**src/rtl/instr_encoder.sv**
```systemverilog
// instr_encoder: streaming RV32I instruction encoder.
// It checks a decoded field bundle, packs it into a 32-bit instruction word
// and tags the word with a sequential instruction-memory address. Encoded
// words are queued in a small FIFO with valid/ready handshakes on both sides.
module instr_encoder #(
    parameter int          DEPTH     = 4,
    parameter logic [31:0] BASE_ADDR = 32'h0000_0000
) (
    input  logic                     clk,
    input  logic                     reset,
    input  logic                     in_valid,
    output logic                     in_ready,
    input  logic [2:0]               fmt,
    input  logic [4:0]               opcode,
    input  logic [2:0]               funct3,
    input  logic [6:0]               funct7,
    input  logic [4:0]               rd,
    input  logic [4:0]               rs1,
    input  logic [4:0]               rs2,
    input  logic [31:0]              imm,
    input  logic                     flush,
    input  logic                     err_clr,
    output logic                     out_valid,
    input  logic                     out_ready,
    output logic [31:0]              out_instr,
    output logic [31:0]              out_addr,
    output logic [$clog2(DEPTH):0]   count,
    output logic                     err_illegal,
    output logic                     err
);

    localparam int PTR_W = $clog2(DEPTH);
    localparam int CNT_W = PTR_W + 1;

    typedef enum logic [2:0] {
        FMT_R = 3'd0,
        FMT_I = 3'd1,
        FMT_S = 3'd2,
        FMT_B = 3'd3,
        FMT_U = 3'd4,
        FMT_J = 3'd5
    } fmt_e;

    // FIFO storage: each entry is {instruction, address}
    logic [63:0]       r_mem [DEPTH];
    logic [PTR_W-1:0]  r_wr_ptr;
    logic [PTR_W-1:0]  r_rd_ptr;
    logic [CNT_W-1:0]  r_count;
    logic [31:0]       r_addr;

    logic              r_out_valid;
    logic [31:0]       r_out_instr;
    logic [31:0]       r_out_addr;
    logic              r_err_illegal;
    logic              r_err;

    logic signed [31:0] w_imm_s;
    logic              w_imm_fits_12;
    logic              w_imm_fits_13;
    logic              w_imm_fits_21;
    logic [31:0]       w_instr;
    logic              w_legal;
    logic              w_accept;
    logic              w_push;
    logic              w_reject;
    logic              w_pop;
    logic [PTR_W-1:0]  w_rd_ptr_next;
    logic [CNT_W-1:0]  w_count_next;
    logic              w_head_from_push;
    logic [63:0]       w_head_word;

    // Immediate range checks shared by the I/S, B and J formats
    assign w_imm_s       = $signed(imm);
    assign w_imm_fits_12 = (w_imm_s >= -32'sd2048)    && (w_imm_s <= 32'sd2047);
    assign w_imm_fits_13 = (w_imm_s >= -32'sd4096)    && (w_imm_s <= 32'sd4094);
    assign w_imm_fits_21 = (w_imm_s >= -32'sd1048576) && (w_imm_s <= 32'sd1048574);

    // Pack the fields for the selected format and decide whether the bundle is legal
    always_comb begin
        // NOTE: every output of this block gets a default first so no path leaves it unassigned and no latch is inferred.
        w_instr = '0;
        w_legal = 1'b0;
        case (fmt)
            FMT_R: begin
                w_instr = {funct7, rs2, rs1, funct3, rd, opcode, 2'b11};
                w_legal = 1'b1;
            end
            FMT_I: begin
                w_instr = {imm[11:0], rs1, funct3, rd, opcode, 2'b11};
                w_legal = w_imm_fits_12;
            end
            FMT_S: begin
                w_instr = {imm[11:5], rs2, rs1, funct3, imm[4:0], opcode, 2'b11};
                w_legal = w_imm_fits_12;
            end
            FMT_B: begin
                w_instr = {imm[12], imm[10:5], rs2, rs1, funct3, imm[4:1], imm[11], opcode, 2'b11};
                w_legal = w_imm_fits_13 && !imm[0];
            end
            FMT_U: begin
                w_instr = {imm[31:12], rd, opcode, 2'b11};
                w_legal = (imm[11:0] == 12'd0);
            end
            FMT_J: begin
                w_instr = {imm[20], imm[10:1], imm[11], imm[19:12], rd, opcode, 2'b11};
                w_legal = w_imm_fits_21 && !imm[0];
            end
            default: begin
                w_instr = '0;
                w_legal = 1'b0;
            end
        endcase
    end

    // Handshakes: an illegal bundle is still consumed, it just never reaches the FIFO
    assign in_ready  = (r_count < CNT_W'(DEPTH)) && !flush;
    assign w_accept  = in_valid && in_ready;
    assign w_push    = w_accept && w_legal;
    assign w_reject  = w_accept && !w_legal;
    assign w_pop     = r_out_valid && out_ready;

    assign w_rd_ptr_next = r_rd_ptr + PTR_W'(w_pop);
    assign w_count_next  = r_count + CNT_W'(w_push) - CNT_W'(w_pop);

    // The next head is the word being written only when the FIFO would otherwise be empty
    assign w_head_from_push = w_push && (w_rd_ptr_next == r_wr_ptr);
    assign w_head_word      = w_head_from_push ? {w_instr, r_addr} : r_mem[w_rd_ptr_next];

    // FIFO data write on every legal push
    always_ff @(posedge clk) begin
        // NOTE: the storage array is deliberately left out of reset; the pointers and count decide which entries are meaningful.
        if (w_push) begin
            r_mem[r_wr_ptr] <= {w_instr, r_addr};
        end
    end

    // FIFO control, address counter and registered head outputs
    always_ff @(posedge clk) begin
        // NOTE: sequential state uses non-blocking assignments so every register samples pre-edge values.
        if (!reset) begin
            r_wr_ptr    <= '0;
            r_rd_ptr    <= '0;
            r_count     <= '0;
            r_addr      <= BASE_ADDR;
            r_out_valid <= 1'b0;
            r_out_instr <= '0;
            r_out_addr  <= '0;
        end else if (flush) begin
            r_wr_ptr    <= '0;
            r_rd_ptr    <= '0;
            r_count     <= '0;
            r_addr      <= BASE_ADDR;
            r_out_valid <= 1'b0;
        end else begin
            if (w_push) begin
                r_wr_ptr <= r_wr_ptr + PTR_W'(1);
                r_addr   <= r_addr + 32'd4;
            end
            r_rd_ptr    <= w_rd_ptr_next;
            r_count     <= w_count_next;
            r_out_valid <= (w_count_next != '0);
            if (w_count_next != '0) begin
                r_out_instr <= w_head_word[63:32];
                r_out_addr  <= w_head_word[31:0];
            end
        end
    end

    // Rejection pulse and sticky error; a new rejection beats err_clr
    always_ff @(posedge clk) begin
        if (!reset) begin
            r_err_illegal <= 1'b0;
            r_err         <= 1'b0;
        end else begin
            r_err_illegal <= w_reject;
            if (w_reject) begin
                r_err <= 1'b1;
            end else if (err_clr) begin
                r_err <= 1'b0;
            end
        end
    end

    assign out_valid   = r_out_valid;
    assign out_instr   = r_out_instr;
    assign out_addr    = r_out_addr;
    assign count       = r_count;
    assign err_illegal = r_err_illegal;
    assign err         = r_err;

endmodule

```
**config.mk**
```make
export PLATFORM = sky130hd
export DESIGN_NAME = instr_encoder
export DESIGN_NICKNAME = d
export VERILOG_FILES = /design/src/rtl/instr_encoder.sv
export SDC_FILE = /design/constraint.sdc
export NUM_CORES = 1
export LEC_CHECK = 0
export CORE_MARGIN = 2
export CORE_UTILIZATION = 60
export DETAILED_ROUTE_END_ITERATION = 10
export DONT_BUFFER_PORTS = 1
export PLACE_DENSITY = 0.76
export RECOVER_POWER = 50
export SLEW_MARGIN = 20
export SYNTH_ARGS = -nofsm -noshare
export SYNTH_HDL_FRONTEND = slang
export SYNTH_SLANG_ARGS = --single-unit
```
**constraint.sdc**
```tcl
create_clock -name clk -period 4.2 [get_ports clk]
set_input_delay 0 -clock clk [delete_from_list [all_inputs] [get_ports clk]]
set_output_delay 0 -clock clk [all_outputs]
set_load 0.05 [all_outputs]
```
# ---- Word-level counts from Yosys, hierarchy flattened
# Memory sizes are Yosys's and may differ from the RTL's. A register that Yosys moved wholly into a read port is not among the register bits.
# Index checks and enable logic that the tools add are counted.
dict set report totals {
  out_inout_bits 71
  mem_count 1
  ram_bits 256
  ff_bits 42
  word_cells 54
}
# name depth word_bits read_ports rd_clocked_by_memory_dff wr line_no
set memory_table {}
lappend memory_table {r_mem 4 64 1 1 1 45} ;# logic [63:0] r_mem [DEPTH];
dict set report op_classes {
  mux 6
  n_lt_le_gt_ge 7
  n_addsub 5
  reduce_logical 21
  eq_ne 5
  bitwise 2
}
# op count
set op_table {}
lappend op_table {{32-bit case mux with 6 select lines} 1}
lappend op_table {{32-bit by 3-bit adder with 32-bit output, second input constant} 1}
lappend op_table {{32-bit by 12-bit >= comparator with 1-bit output, second input constant} 1}
lappend op_table {{32-bit by 13-bit >= comparator with 1-bit output, second input constant} 1}
lappend op_table {{32-bit by 21-bit >= comparator with 1-bit output, second input constant} 1}
lappend op_table {{32-bit by 12-bit less-or-equal comparator with 1-bit output, second input constant} 1}
lappend op_table {{32-bit by 13-bit less-or-equal comparator with 1-bit output, second input constant} 1}
lappend op_table {{32-bit by 21-bit less-or-equal comparator with 1-bit output, second input constant} 1}
lappend op_table {{12-bit logical NOT} 1}
lappend op_table {{1-bit logical AND} 10}
lappend op_table {{3-bit by 2-bit == test with 1-bit output, second input constant} 2}
lappend op_table {{3-bit == test, second input constant} 2}
lappend op_table {{1-bit case mux with 5 select lines} 1}
lappend op_table {{1-bit logical NOT} 4}
lappend op_table {{1-bit 2-to-1 mux} 4}
lappend op_table {{2-bit OR reduction} 2}
lappend op_table {{3-bit by 1-bit adder with 3-bit output} 1}
lappend op_table {{3-bit by 1-bit == test with 1-bit output, second input constant} 1}
lappend op_table {{3-bit logical NOT} 1}
lappend op_table {{3-bit < comparator, second input constant} 1}
lappend op_table {{3-bit nonzero test} 1}
lappend op_table {{3-bit by 1-bit subtractor with 3-bit output} 1}
lappend op_table {{2-bit by 1-bit adder with 2-bit output} 1}
lappend op_table {{2-bit by 1-bit adder with 2-bit output, second input constant} 1}
lappend op_table {{other kinds (3)} 4}

# ---- Depth between registers and ports, before layout
# Gate-level depths: netlist of run 1.
dict set report logic_depth {
  depth_word 9
  mapped_depth 20
  ltp_nobuf 16
}

# ---- Worst setup path before layout of run 1
# No wires, ideal clock.
dict set report synth_timing {
  path_kind {reg2reg}
  from {register r_count[2], in the netlist count[2]}
  to {register r_out_instr[20], in the netlist out_instr[20]}
  t_required_ns 4.126
  path_stages_with_launch 18
  setup_slack_ns -0.022
  setup_ns 0.074
  arrival_ns 4.148
  n_path_buf 3
  path_cell_list {dfxtp_1 -> nor2_1 -> nand2_1 -> a21oi_2 -> inv_2 -> buf_2 -> ha_1 -> inv_1 -> ha_1 -> inv_1 -> fa_1 -> xor2_1 -> xnor2_1 -> a31oi_1 -> clkbuf_1 -> clkbuf_1 -> o21ai_0 -> a31oi_1}
}
dict set report synth_between {
  elab_chain_cells 8
}
# item line_no
set synth_rtl {}
lappend synth_rtl {{from (decl)} 48} ;# logic [CNT_W-1:0] r_count;
lappend synth_rtl {{from (signal assigned)} 160} ;# r_count <= w_count_next;
lappend synth_rtl {{3-bit < comparator} 116} ;# assign in_ready = (r_count < CNT_W'(DEPTH)) && !flush;
lappend synth_rtl {{1-bit logical AND} 116}
lappend synth_rtl {{net in_ready} 12} ;# output logic in_ready,
lappend synth_rtl {{1-bit logical AND} 117} ;# assign w_accept = in_valid && in_ready;
lappend synth_rtl {{1-bit logical AND} 118} ;# assign w_push = w_accept && w_legal;
lappend synth_rtl {{3-bit by 1-bit adder with 3-bit output} 123} ;# assign w_count_next = r_count + CNT_W'(w_push) - CNT_W'(w_pop);
lappend synth_rtl {{3-bit by 1-bit subtractor with 3-bit output} 123}
lappend synth_rtl {{3-bit nonzero test} 162} ;# if (w_count_next != '0) begin
lappend synth_rtl {{2-bit AND reduction (no source line)} --}
lappend synth_rtl {{to (signal assigned)} 163} ;# r_out_instr <= w_head_word[63:32];
lappend synth_rtl {{to (decl)} 52} ;# logic [31:0] r_out_instr;
# The timed path passes the listed nets, and every way through them passes these cells.
# A chain may end at the register's enable or synchronous reset.

# ---- Final worst setup path of run 1
dict set report layout_timing {
  from {input port imm[13]}
  to {register r_out_instr[23], in the netlist out_instr[23]}
}
dict set report layout_between {
  elab_chain_cells 9
  elab_cells_between_ends 17
  cone_classes {2 x add/sub; 6 x order compare; 1 x mux; 8 x reduce/logical}
}
# item line_no
set layout_rtl {}
lappend layout_rtl {{from (decl)} 20} ;# input logic [31:0] imm,
lappend layout_rtl {{32-bit by 21-bit >= comparator with 1-bit output, or another cell as far along} 76} ;# assign w_imm_fits_21 = (w_imm_s >= -32'sd1048576) && (w_imm_s <= 32'sd1048574);
lappend layout_rtl {{1-bit logical AND, on equally long branches} {76, 75}}
lappend layout_rtl {{1-bit logical AND, on equally long branches} {106, 98}}
lappend layout_rtl {{1-bit case mux with 5 select lines (*)} 83} ;# case (fmt)
lappend layout_rtl {{1-bit logical AND (*)} 118}
lappend layout_rtl {{3-bit by 1-bit adder with 3-bit output (*)} 123}
lappend layout_rtl {{3-bit by 1-bit subtractor with 3-bit output (*)} 123}
lappend layout_rtl {{3-bit nonzero test (*)} 162}
lappend layout_rtl {{2-bit AND reduction (no source line) (*)} --}
# Mark *: on every way between the ends. The rest lies on a longest branch, timed or not.

==> run metrics, run 1 <==
CP Buf/Inv Count=5; post-route ant nets=0; ys flop type=edfxtp_1; # H-tree levels=2; Crit path required time=between 4 and 5 ns; setup_tns=0 ns; mux share of post-synthesis cell area=0.1014; CP cell instances=or4_1, nor4_2, a32o_2, a32oi_2, a21oi_2, inv_2, ha_1, inv_1, ha_1, inv_1, fa_1, xor2_1, xnor2_2, a31oi_4, clkbuf_16, o21ai_0, dlygate4sd3_1, a31oi_1; Die Span X=157.1 um; Finish-stage setup viols=0; post-synthesis sequential area ratio=0.6645; nets@finish=roughly 1200; standard-cell rows=56; critical-path maximum fanout=22; Starting Density=0.6048; maximum VDD drop=0.4054 mV; Initial DRC Count=1005; first-pass GRT wire length=51120 um; Fillers=1566; Hold Path Origin=fmt[2]; CP peak stage delay=0.61 ns; Synth top cells by count=edfxtp_1, nand2_1, dfxtp_1, o21ai_0; hold depth=3; GRT Total Usage=0.2707; skew final=0.01785 ns; Post-CTS Setup Repair Bufs=0; clock root cell=clkbuf_16; share of cells above drive strength 1=0.1378; DR vias/cell=6.514; Crit. End Element=register; cell family with most CP delay=compound AO/OA/AOI/OAI gates; total grt overflow=0; synth unique cells=54; Crit-path slowest cell=dlygate4sd3_1; RSZ-0062 raised after global routing=false; Final Non-Filler Cells=1430; Critical R2R Capture=out_instr[23]$_SDFFE_PN0P_; worst slew pin tran=1.620 ns; largest net degree at the start of global routing=87; Final HPWL DP=19030 um; Final Hold Viols=0; crit path launch type=input pin; # IOs=~140; PD cells=between 400 and 500 mW/mm^2; number of port buffers=0; Max Cap Viol=1; Worst EP arrival=4.43 ns; critical path type=input pin to register; Post-Synthesis Cells=roughly 1000; relative slew slack=-0.08123; warnings from Yosys=0; Peak Freq=roughly 0.25 GHz; clk sinks=~350; CTS Buffer Depth=3; post-synthesis compound-gate area fraction=0.1020; Synth top area share=0.5208; chip height=157.1 um; DP Cell Count=1303; cell with the most instances after synthesis=edfxtp_1; failing checks=max-capacitance violations, max-slew violations; origin of the critical flop-to-flop path=out_valid$_SDFF_PP0_; Simple-Gate Fraction of Synth Area=0.08991; Synth area leader=edfxtp_1; core area=~0.023 sq mm; CTS tree=yes; DR pass1 iterations=7; Reg2Reg Depth=13; Clk Latency, worst-skew pair=0.52 ns; Reg clk slew, reported paths=0.06 ns; EDFF count, synth=244; hold slack=0.004426 ns; full die area=0.02469 sq mm; Placer Congestion=0.8412; Area contributors post-synth=edfxtp_1, dfxtp_1, mux4_2; outcome=complete, but fails checks; vias in the first global route=9177; initial antenna violation count=1; wire length per cell=23.65 um; main combinational cell family by area after synthesis=compound AO/OA/AOI/OAI gates; Worst Hold Path EP=err_illegal$_SDFF_PN0_; R2R Setup Slk=0.46 ns; leakage power=5.222 nW; Hold Path Class=input pin to register; Area Overhead vs Synth=15.26%; wirelength, routed=~34000 um; Tmin final=3.974 ns; FFs w/ async S/R, synth=0; #FFs+latches synth=345; Synth Area in Adders=0.008537; Via Count=9315; Post-Syn Area per Cell=13.61 sq um; Final period util=0.9462; XOR/XNOR share of the synthesized area=0.006225; DRC=0; Post-Synthesis Cell Area=approximately 0.014 sq mm; Pins Over Slew Limit=22; CTS Buf Count=36
==> logic make-up after synthesis <==
family / after synthesis
multiplexers: 66
AO/OA/AOI/OAI: 236
adder cells (fa/ha/maj): 9
AND/OR/NAND/NOR: 272
flip-flops: 345
XOR/XNOR: 10
buffers and inverters: 95
other: 1
==> stage by stage <==
stage / power (mW) / utilization / area (sq um) / setup WS (ns)
after detailed placement: 4.119 / 0.6228 / 14490 / 0.2129
after global placement: 4.111 / 0.6228 / 14490 / 0.3536
after CTS: 7.143 / 0.6962 / 16200 / 0.2888
after global routing: 7.316 / 0.6971 / 16220 / 0.01357
after floorplan: 4.071 / - / 14080 / 0.2773
final: 7.129 / 0.6971 / 16220 / 0.2261
==> cell usage in the layout, fill, tap and decap left out, types with 13 or more instances in the layout <==
cell | synthesis | layout
a21oi_1 | 28 | 28
a22oi_1 | 18 | 18
a31oi_1 | 61 | 60
clkbuf_1 | 50 | 18
clkbuf_16 | 0 | 38
dfxtp_1 | 101 | 101
dlygate4sd3_1 | 0 | 56
edfxtp_1 | 244 | 244
inv_1 | 23 | 23
mux4_2 | 61 | 61
nand2_1 | 160 | 160
nand4_1 | 13 | 13
nor2_1 | 18 | 17
o21ai_0 | 83 | 83
o22ai_1 | 15 | 15
==> metal layers <==
metal,wire (um),up-vias,GRT usage
met5,0,-,0
met4,1119,0,0.1095
met3,3060,87,0.05947
met2,15930,488,0.4300
met1,13710,4664,0.3689
li1,-,4076,-
==> worst min-delay path: cells and delay by family <==
family | cells | cell delay [ns]
AOI/OAI and AO/OA | 1 | 0.23
and+or+nand+nor | 2 | 0.22
==> how the worst max path moves through the flow <==
stage,startpoint,to,slack [ns],cells after the start
floorplan,count[2]$_SDFF_PP0_,out_instr[20]$_SDFFE_PN0P_,0.28,17
global placement,imm[13],out_instr[9]$_SDFFE_PN0P_,0.35,17
detailed placement,imm[13],out_addr[29]$_SDFFE_PN0P_,0.21,17
CTS,imm[13],out_instr[26]$_SDFFE_PN0P_,0.29,18
global route,imm[13],out_instr[23]$_SDFFE_PN0P_,0.01,18
finish,imm[13],out_instr[23]$_SDFFE_PN0P_,0.23,18
==> state kept, by name, indices dropped and copies added, names as in the netlist <==
name	cells
count	3
err	1
err_illegal	1
out_addr	30
out_instr	31
out_valid	1
r_addr	30
r_mem	244
r_rd_ptr	2
r_wr_ptr	2
==> timing repair <==
item,4_1_cts,5_1_grt
endpoints found under the hold margin,198,0
resized for setup,0,3
hold buffers,58,0
setup endpoints to repair,0,2
==> final cells by class <==
cell class              count  area, sq um  area share
repair buffers             80        837.1     0.05162
multi-input cells         595         4429      0.2731
well taps                 319        399.1     0.02461
clock inverters            11        86.33    0.005324
flip-flops and latches    345         9349      0.5765
inverters                  24        90.09    0.005555
diodes                      1        2.502   0.0001543
clock buffers              55         1023     0.06311
==> power by group <==
group          internal (mW)  switching, mW  total, mW
combinational          0.121          0.178      0.298
sequential              3.67          0.163       3.83
clock                   1.75           1.25       3.00
total                   5.54           1.59       7.13
No activity file was read; power rests on OpenSTA's default activity.
==> inputs of run 2 (changes only) <==
==> constraint.sdc (replaced) <==
create_clock -name clk -period 4.2 [get_ports clk]
set_input_delay 0.84 -clock clk [delete_from_list [all_inputs] [get_ports clk]]
set_output_delay 0.84 -clock clk [all_outputs]
set_load 0.05 [all_outputs]
==> run 2 against run 1 <==
  * The flow still finishes with violations (max-capacitance violations, max-slew violations)
  * First-iteration DRC count fell by 5.6%
  * Routed wire length fell by 7.3%
  * Combinational power fell by 24%
  * Utilization fell by 2.1 points
  * Clock power rose by 6%
  * Non-clock buffer count fell by 48
  * Die area did not move
  * Critical path type unchanged
  * Largest cell class unchanged
  * Highest routed layer unchanged
==> run metrics, run 2 (same netlist as run 1, synthesis figures left out) <==
clock root cell=clkbuf_16; PD cells=roughly 460 mW/mm^2; # H-tree levels=2; most common cell after layout, fill and taps aside=edfxtp_1; share of cells above drive strength 1=0.1554; GRT Total Usage=0.2605; first-pass GRT wire length=48820 um; vias in the first global route=8672; failing checks=max-capacitance violations, max-slew violations; Combinational Power Share=0.031; CTS Buffer Depth=3; relative slew slack=-0.2883; outcome=complete, but fails checks; Initial DRC Count=between 900 and 1000; area of the multi-input gates=0.004436 sq mm; Tmin final=approximately 3.9 ns; Largest register FFs=roughly 240; chip height=around 160 um; Final Hold Viols=0; worst slew pin tran=slightly below 2 ns; clock network power share=0.438; Fillers=1618; switching power=1.600 mW; hold slack=0.4707 ns; clk sinks=345; Seq. cell area=slightly above 0.009 sq mm; Biggest register=r_mem; core area=0.02326 sq mm; maximum VDD drop=0.3660 mV; DRC=0; largest net degree at the start of global routing=between 60 and 70; number of port buffers=0; CTS tree=yes; RSZ-0062 raised after global routing=false; Flop pwr share=0.531; Crit path required time=around 4.6 ns; Starting Density=0.6048; setup_tns=0 ns; skew final=0.02041 ns; cell-internal power=about 5.6 mW; Sw Share=0.2214; Final HPWL DP=18300 um; Post-CTS Setup Repair Bufs=0; Via Count=8827; wire length per cell=about 23 um; total grt overflow=0; full die area=about 0.025 sq mm; initial antenna violation count=0; Reg clk slew, reported paths=0.06 ns; critical path type=input pin to register; # IOs=approximately 140; crit path launch type=input pin; DR vias/cell=6.392; Pins Over Slew Limit=85; Area Overhead vs Synth=11.77%; nets@finish=1114; critical-path maximum fanout=67; standard-cell rows=56; Crit. End Element=register; Worst EP arrival=4.35 ns; Die Span X=157.1 um; Max Cap Viol=2; Final period util=0.9311; ant diodes=0; leakage power=5.020 nW; wirelength, routed=31340 um; Finish-stage setup viols=0; Hold Path Class=input pin to register; post-route ant nets=0; DR pass1 iterations=5; core occupancy in the finished layout=0.6760; most frequent cells in the layout=edfxtp_1, nand2_1, dfxtp_1; CTS Buf Count=36; Clk Latency, worst-skew pair=0.53 ns; Placer Congestion=0.8709; Peak Freq=0.2557 GHz
run 2: metrics by stage:
stage	std cells	cell area, sq um	power, mW	worst slack, ns
2_1_floorplan	1035	14200	4.081	-0.08540
3_3_place_gp	1315	14570	4.121	-0.1450
3_5_place_dp	1315	14570	4.130	-0.2278
4_1_cts	1381	15750	7.279	0.2863
5_1_grt	1381	15730	7.420	0.03786
6_report	1381	15730	7.225	0.2893
run 2: layout make-up:
type / count / share of cell area
Inverter: 24 / 0.005729
Timing Repair Buffer: 32 / 0.01711
Tap cell: 319 / 0.02538
Clock buffer: 49 / 0.06365
Sequential cell: 345 / 0.5945
Clock inverter: 17 / 0.01154
Multi-Input combinational cell: 595 / 0.2821
run 2: power by group through the flow:
stage               clock, mW  combinational, mW  sequential, mW
finish                   3.17              0.225            3.83
global route             3.34              0.248            3.84
CTS                      3.22              0.226            3.83
detailed placement          0              0.223            3.91
global placement            0              0.215            3.91
floorplan                   0              0.190            3.89
run 2: critical path, stage by stage:
cell and delay (ns):
or4_1 0.53, nor4_2 0.33, a32o_2 0.19, a32oi_2 0.15, a21oi_2 0.20, inv_2 0.07, ha_4 0.21, inv_2 0.06
ha_4 0.11, inv_2 0.04, fa_2 0.34, xor2_1 0.15, xnor2_1 0.20, a31oi_4 0.25, buf_12 0.28, o21ai_0 0.15
a31oi_1 0.18
run 2: path summary, 6_finish.rpt:
path / slack, ns / cells past startpoint / start / endpoint
worst max-delay path: 0.29 / 17 / imm[15] / out_addr[31]$_SDFFE_PN0P_
worst min-delay path: 0.47 / 2 / reset / out_addr[12]$_SDFFE_PN0P_
worst max register to register: 0.42 / 8 / out_valid$_SDFF_PP0_ / out_instr[10]$_SDFFE_PN0P_
worst min register to register: 0.50 / 2 / r_wr_ptr[1]$_SDFFE_PP0P_ / r_wr_ptr[1]$_SDFFE_PP0P_
run 2: repair_timing:
item / 4_1_cts / 5_1_grt
gates resized for setup: 0 / 1
hold buffers: 0 / 0
setup endpoints to repair: 0 / 2
run 2: layer usage:
layer / wire length, um / vias to the layer above / GRT usage / part of all wire
met5: 0 / - / 0 / 0
met4: 637 / 0 / 0.08355 / 0.020
met3: 2787 / 51 / 0.06085 / 0.089
met2: 15000 / 396 / 0.4129 / 0.48
met1: 12910 / 4410 / 0.3631 / 0.41
li1: - / 3970 / - / -
